<file path="config.mk">
export PLATFORM = sky130hd
export DESIGN_NAME = t_out_arb_flat
export DESIGN_NICKNAME = d
export VERILOG_FILES = /design/src/rtl/t_out_arb_if.sv /design/src/rtl/t_out_arb.sv /design/src/flat_wrapper.sv
export SDC_FILE = /design/constraint.sdc
export NUM_CORES = 1
export LEC_CHECK = 0
export ABC_CLOCK_PERIOD_IN_PS = 3120
export BUFFER_PORTS_ARGS = -buffer_cell sky130_fd_sc_hd__clkbuf_2
export CAP_MARGIN = 20
export CORE_AREA = 2 2 39 41
export CTS_BUF_LIST = sky130_fd_sc_hd__clkbuf_4 sky130_fd_sc_hd__clkbuf_8 sky130_fd_sc_hd__clkbuf_16
export DETAILED_ROUTE_END_ITERATION = 8
export DIE_AREA = 0 0 41 43
export PLACE_DENSITY = 0.36
export SKIP_CTS_REPAIR_TIMING = 1
export SYNTH_ARGS = -nofsm -noshare
export SYNTH_HDL_FRONTEND = slang
export SYNTH_SLANG_ARGS = --single-unit
</file>
<file path="constraint.sdc">
create_clock -name clk -period 3.12 [get_ports clk]
set_clock_uncertainty 0.15 [all_clocks]
set_input_delay 0.468 -clock clk [delete_from_list [all_inputs] [get_ports clk]]
set_output_delay 0.468 -clock clk [all_outputs]
set_load 0.01 [all_outputs]
</file>
<file path="src/rtl/t_out_arb_if.sv">
// t_out_arb_if: request/backpressure in, select/valid/grants out,
// for one output port of the tree switch.
interface t_out_arb_if #(
  parameter int VC_W = 2
) ();
  localparam int SEL_W = $clog2(VC_W*2);

  logic [VC_W-1:0]  a_req;
  logic [VC_W-1:0]  b_req;
  logic [VC_W-1:0]  out_bp;
  logic [SEL_W-1:0] sel;
  logic [VC_W-1:0]  out_v;
  logic [VC_W-1:0]  a_gnt;
  logic [VC_W-1:0]  b_gnt;

  modport master (
    output a_req,
    output b_req,
    output out_bp,
    input  sel,
    input  out_v,
    input  a_gnt,
    input  b_gnt
  );

  modport slave (
    input  a_req,
    input  b_req,
    input  out_bp,
    output sel,
    output out_v,
    output a_gnt,
    output b_gnt
  );
endinterface

</file>
<file path="src/rtl/t_out_arb.sv">
// t_out_arb: per-output-port arbiter for the tree switch.
// Picks one VC, then one direction, and grants it in the same cycle.
module t_out_arb #(
  parameter int VC_W        = 2,
  parameter bit FAIR_VC_ARB = 1'b0
) (
  input  logic       clk,
  input  logic       rst,
  t_out_arb_if.slave io
);
  localparam int SEL_W = $clog2(VC_W*2);
  localparam int PTR_W = (VC_W > 1) ? $clog2(VC_W) : 1;

  logic [VC_W-1:0]  elig;
  logic [VC_W-1:0]  dir_ptr_q;
  logic [VC_W-1:0]  dir_ptr_d;
  logic [PTR_W-1:0] vc_ptr_q;
  logic [PTR_W-1:0] win_vc;
  logic [PTR_W-1:0] idx;
  logic             found;
  logic             win_dir;
  logic             gnt;

  assign elig = (io.a_req | io.b_req) & ~io.out_bp;

  // Static priority is the rotating search with the pointer held at 0.
  always_comb begin
    found  = 1'b0;
    win_vc = '0;
    idx    = '0;
    for (int i = 0; i < VC_W; i++) begin
      idx = vc_ptr_q + PTR_W'(i);
      if (!found && elig[idx]) begin
        found  = 1'b1;
        win_vc = idx;
      end
    end
  end

  always_comb begin
    win_dir = io.a_req[win_vc] &
              (~io.b_req[win_vc] | dir_ptr_q[win_vc]);
  end

  assign gnt = found & ~rst;

  always_comb begin
    io.out_v  = '0;
    io.a_gnt  = '0;
    io.b_gnt  = '0;
    io.sel    = '0;
    dir_ptr_d = dir_ptr_q;
    if (gnt) begin
      io.out_v[win_vc] = 1'b1;
      if (win_dir) io.a_gnt[win_vc] = 1'b1;
      else         io.b_gnt[win_vc] = 1'b1;
      io.sel = SEL_W'(int'(win_dir) * VC_W + int'(win_vc));
      dir_ptr_d[win_vc] = ~win_dir;
    end
  end

  always_ff @(posedge clk) begin
    if (rst) dir_ptr_q <= '1;
    else     dir_ptr_q <= dir_ptr_d;
  end

  if (FAIR_VC_ARB && VC_W > 1) begin : g_vc_ptr
    logic [PTR_W-1:0] vc_ptr_d;

    always_comb begin
      vc_ptr_d = vc_ptr_q;
      if (gnt) vc_ptr_d = win_vc + PTR_W'(1);
    end

    always_ff @(posedge clk) begin
      if (rst) vc_ptr_q <= '0;
      else     vc_ptr_q <= vc_ptr_d;
    end
  end else begin : g_no_vc_ptr
    assign vc_ptr_q = '0;
  end
endmodule

</file>
<file path="src/flat_wrapper.sv">
// flat-port wrapper written by rule: the top's interface ports become plain ports
module t_out_arb_flat 
#(
  parameter int VC_W        = 2,
  parameter bit FAIR_VC_ARB = 1'b0
)
  (clk, rst, io_a_req, io_b_req, io_out_bp, io_sel, io_out_v, io_a_gnt, io_b_gnt);
  t_out_arb_if #(.VC_W(VC_W)) io_i ();
  input  logic clk;
  input  logic rst;
  input wire logic [$bits(io_i.a_req)-1:0] io_a_req;
  input wire logic [$bits(io_i.b_req)-1:0] io_b_req;
  input wire logic [$bits(io_i.out_bp)-1:0] io_out_bp;
  output wire logic [$bits(io_i.sel)-1:0] io_sel;
  output wire logic [$bits(io_i.out_v)-1:0] io_out_v;
  output wire logic [$bits(io_i.a_gnt)-1:0] io_a_gnt;
  output wire logic [$bits(io_i.b_gnt)-1:0] io_b_gnt;
  assign io_i.a_req = io_a_req;
  assign io_i.b_req = io_b_req;
  assign io_i.out_bp = io_out_bp;
  assign io_sel = io_i.sel;
  assign io_out_v = io_i.out_v;
  assign io_a_gnt = io_i.a_gnt;
  assign io_b_gnt = io_i.b_gnt;
  t_out_arb #(.VC_W(VC_W), .FAIR_VC_ARB(FAIR_VC_ARB)) u_core (.clk(clk), .rst(rst), .io(io_i));
endmodule
</file>
==> results.yml <==
die:
  die_x_um: 41
  dieHeight_um: 43
  coreArea_sq_mm: 0.00138
  ios: 16
  initial_core_util_pct: 15.2
  die_area_sq_mm: 0.00176
  rows: 14
synthesis:
  synth_top_family_by_area: "compound AO/OA/AOI/OAI gates"
  yosys.area_share.simple_pct: 34.5
  synth-seq-cells: 2
  yosys_warnings: 0
  synthXorXnorAreaFrac_pct: 0
  syn-cell-area_sq_um: 210
  synthCells: 29
  synth_compound_area_share_pct: 35.7
  synth_seq_area_share_pct: 19.0
  synth.area.mux_share_pct: 0
  synthAdderAreaFrac_pct: 0
  syn_nets: 37
  avgSynthCellArea_sq_um: 7.25
  synth_cell_types: 20
timing:
  setup-violations-final: 0
  worst_slew_pin_slew_ns: 0.242
  rsz0062_at_grt: "no"
  fin_crit_ns: 2.15
  fin_setup_tns_ns: 0
  max-slew-margin-rel_pct: 83.8
  hold_violations: 0
  fmax_ghz: 0.465
  fin_crit_sh_pct: 68.9
  drv_slew: 0
setup_path:
  worst_path_largest_cell_delay_ns: 0.36
  critPathCapture: "io_sel[1]"
  cp.arrival_ns: 1.53
  timing.critical_path.mode_cell: "clkbuf_2"
  crit_path_end_kind: "output pin"
  startpoint: "io_a_req[0]"
  rrSetupSlack_ns: 2.11
  path_buf_inv: 2
  r2r-end: "u_core.dir_ptr_q[1]"
  cp_max_fo: 5
  slowest_stage: "or3_4"
  rr_startpoint: "u_core.dir_ptr_q[1]"
  path_depth: 5
  ff2ff_path_depth: 2
  crit_chain: "clkbuf_2 > o21ba_1 > or3_4 > o31ai_2 > clkbuf_2"
  crit_family: "compound AO/OA/AOI/OAI gates"
  crit_required_ns: 2.50
  cp-start-kind: "primary input"
  path_class: "in -> out"
hold_path:
  hold_class: "in -> reg"
final_layout:
  largest_reg_flops: 2
  area_delta_synth_final_pct: 52.4
  fin_nets: 56
  num_antenna_cells: 0
  reg_top3: "u_core.dir_ptr_q (2)"
  drive_gt1_share_pct: 47.8
  largest_register: "u_core.dir_ptr_q"
routing:
  final_antenna_net_count: 0
  drt_iter0_markers: 4
  routedWlPerCell_um: 9.00
  wl_um: 558
  firstDrtPassIters: 2
  vias_per_cell: 4.05
  vias: 251
  drc_errors: 0
clocking:
  h-tree-depth: 1
  clkLatencyLatePin_ns: 0.22
  cts_tree: "done"
  numCtsBuffers: 3
  cts-root-buf: "clkbuf_4"
  clk_path_buf_depth: 2
  clk_pin_slew_worst_paths_ns: 0.03
  clock-sinks: 2
grt:
  grt_pass1_wl_um: 828
  met2_usage_pct: 7.50
  met3_usage_pct: 4.71
  grt_max_degree: 6
  met1_usage_pct: 10.8
  grt_pass1_vias: 222
  globalRoute.busiestLayer: "met1"
  grt_antenna_before_repair: 0
  grt_overflow_total: 0
  track_usage_pct: 7.01
power_and_ir_drop:
  pwr-share-comb_pct: 25.4
  p_clk_share_pct: 49.7
  peakVddDrop_uv: 132
  intPower_mw: 0.0836
  switchingPower_mw: 0.0322
  fin_total_pwr_mw: 0.116
  p_leak_nw: 0.172
  seqPwrFrac_pct: 24.9
  netSwitchingFraction_pct: 27.8
  p_per_area_mw_per_mm2: 362
place:
  portBuffers: 15
  gp_congestion: 0.606
  dpl.hpwl_um: 447
status:
  outcome: "finished, final reports clean"
job:
  max-cap-violations: 0
==> cell usage in the layout, fill, tap and decap left out <==
master / Yosys / routed
or3_1: 1 / 1
clkbuf_2: 0 / 15
dfxtp_1: 2 / 2
inv_1: 3 / 3
nor3_1: 1 / 1
o21a_1: 1 / 1
o31ai_2: 1 / 1
o21ba_1: 1 / 1
or3_4: 1 / 1
nand2_1: 3 / 3
nand3_1: 1 / 1
nor2b_1: 2 / 2
a221o_1: 1 / 1
clkbuf_4: 0 / 3
o221ai_1: 1 / 1
nand2b_1: 1 / 1
nor2_1: 4 / 4
a211oi_2: 1 / 1
a21oi_1: 1 / 1
a2bb2oi_1: 1 / 1
inv_2: 1 / 1
==> final cells by class <==
cell class	count	area (sq um)
clock buffer	3	22.5
fill	166	1060
inverter	4	15.0
multi-input combinational	22	148
sequential	2	40.0
tap	16	20.0
timing repair buffer	15	75.1
==> per-layer routing <==
layer | vias up | wire length [um]
met5 | - | 0
met4 | 0 | 0
met3 | 0 | 57
met2 | 13 | 192
met1 | 101 | 308
li1 | 137 | -
==> power by group through the flow <==
stage	clock (mW)	sequential (mW)	combinational, mW
after floorplan	0	0.0288	0.0176
after global placement	0	0.0293	0.0302
after detailed placement	0	0.0291	0.0299
after CTS	0.0618	0.0289	0.0300
after global routing	0.0629	0.0293	0.0328
final	0.0575	0.0289	0.0294
==> worst min-delay path by stage <==
stage                                endpoint  cells after the start           startpoint  slack (ns)
after floorplan           u_core.dir_ptr_q[1]                      1  u_core.dir_ptr_q[1]        0.33
after global placement    u_core.dir_ptr_q[1]                      1  u_core.dir_ptr_q[1]        0.37
after detailed placement  u_core.dir_ptr_q[1]                      1  u_core.dir_ptr_q[1]        0.35
after CTS                 u_core.dir_ptr_q[0]                      3                  rst        0.34
after global routing      u_core.dir_ptr_q[0]                      3                  rst        0.37
final                     u_core.dir_ptr_q[0]                      3                  rst        0.35
==> synth_stat cells <==
cell	number	area, sq um
nand2b_1	1	6.26
or3_4	1	11.3
inv_2	1	3.75
a221o_1	1	10.0
buf_4	1	7.51
o21ba_1	1	10.0
nor3_1	1	5.00
o221ai_1	1	8.76
a2bb2oi_1	1	8.76
a21oi_1	1	5.00
nor2_1	4	15.0
dfxtp_1	2	40.0
nand2_1	3	11.3
o21a_1	1	7.51
or3_1	1	6.26
o31ai_2	1	12.5
inv_1	3	11.3
nor2b_1	2	12.5
nand3_1	1	5.00
a211oi_2	1	12.5
==> tightest hold or removal path, delay by kind of cell <==
family,cells,cell delay (ns)
compound gates,1,0.05
buf+inv,2,0.16
==> metrics by stage <==
stage / util [%] / hold WS [ns] / setup slack [ns] / cells / area, sq um
final: 23.1 / 0.350 / 0.971 / 62 / 320
after global routing: 23.1 / 0.375 / 0.929 / 62 / 320
after CTS: 23.1 / 0.344 / 0.962 / 62 / 320
after detailed placement: 21.5 / 0.353 / 0.968 / 59 / 298
after global placement: 21.5 / 0.369 / 0.953 / 59 / 298
after floorplan: - / 0.327 / 1.11 / 29 / 210
==> cells by family after synthesis <==
group,after synthesis
AO/OA/AOI/OAI,8
buffers and inverters,5
flip-flops,2
AND/OR/NAND/NOR,14
No activity file was read; power rests on OpenSTA's default activity.
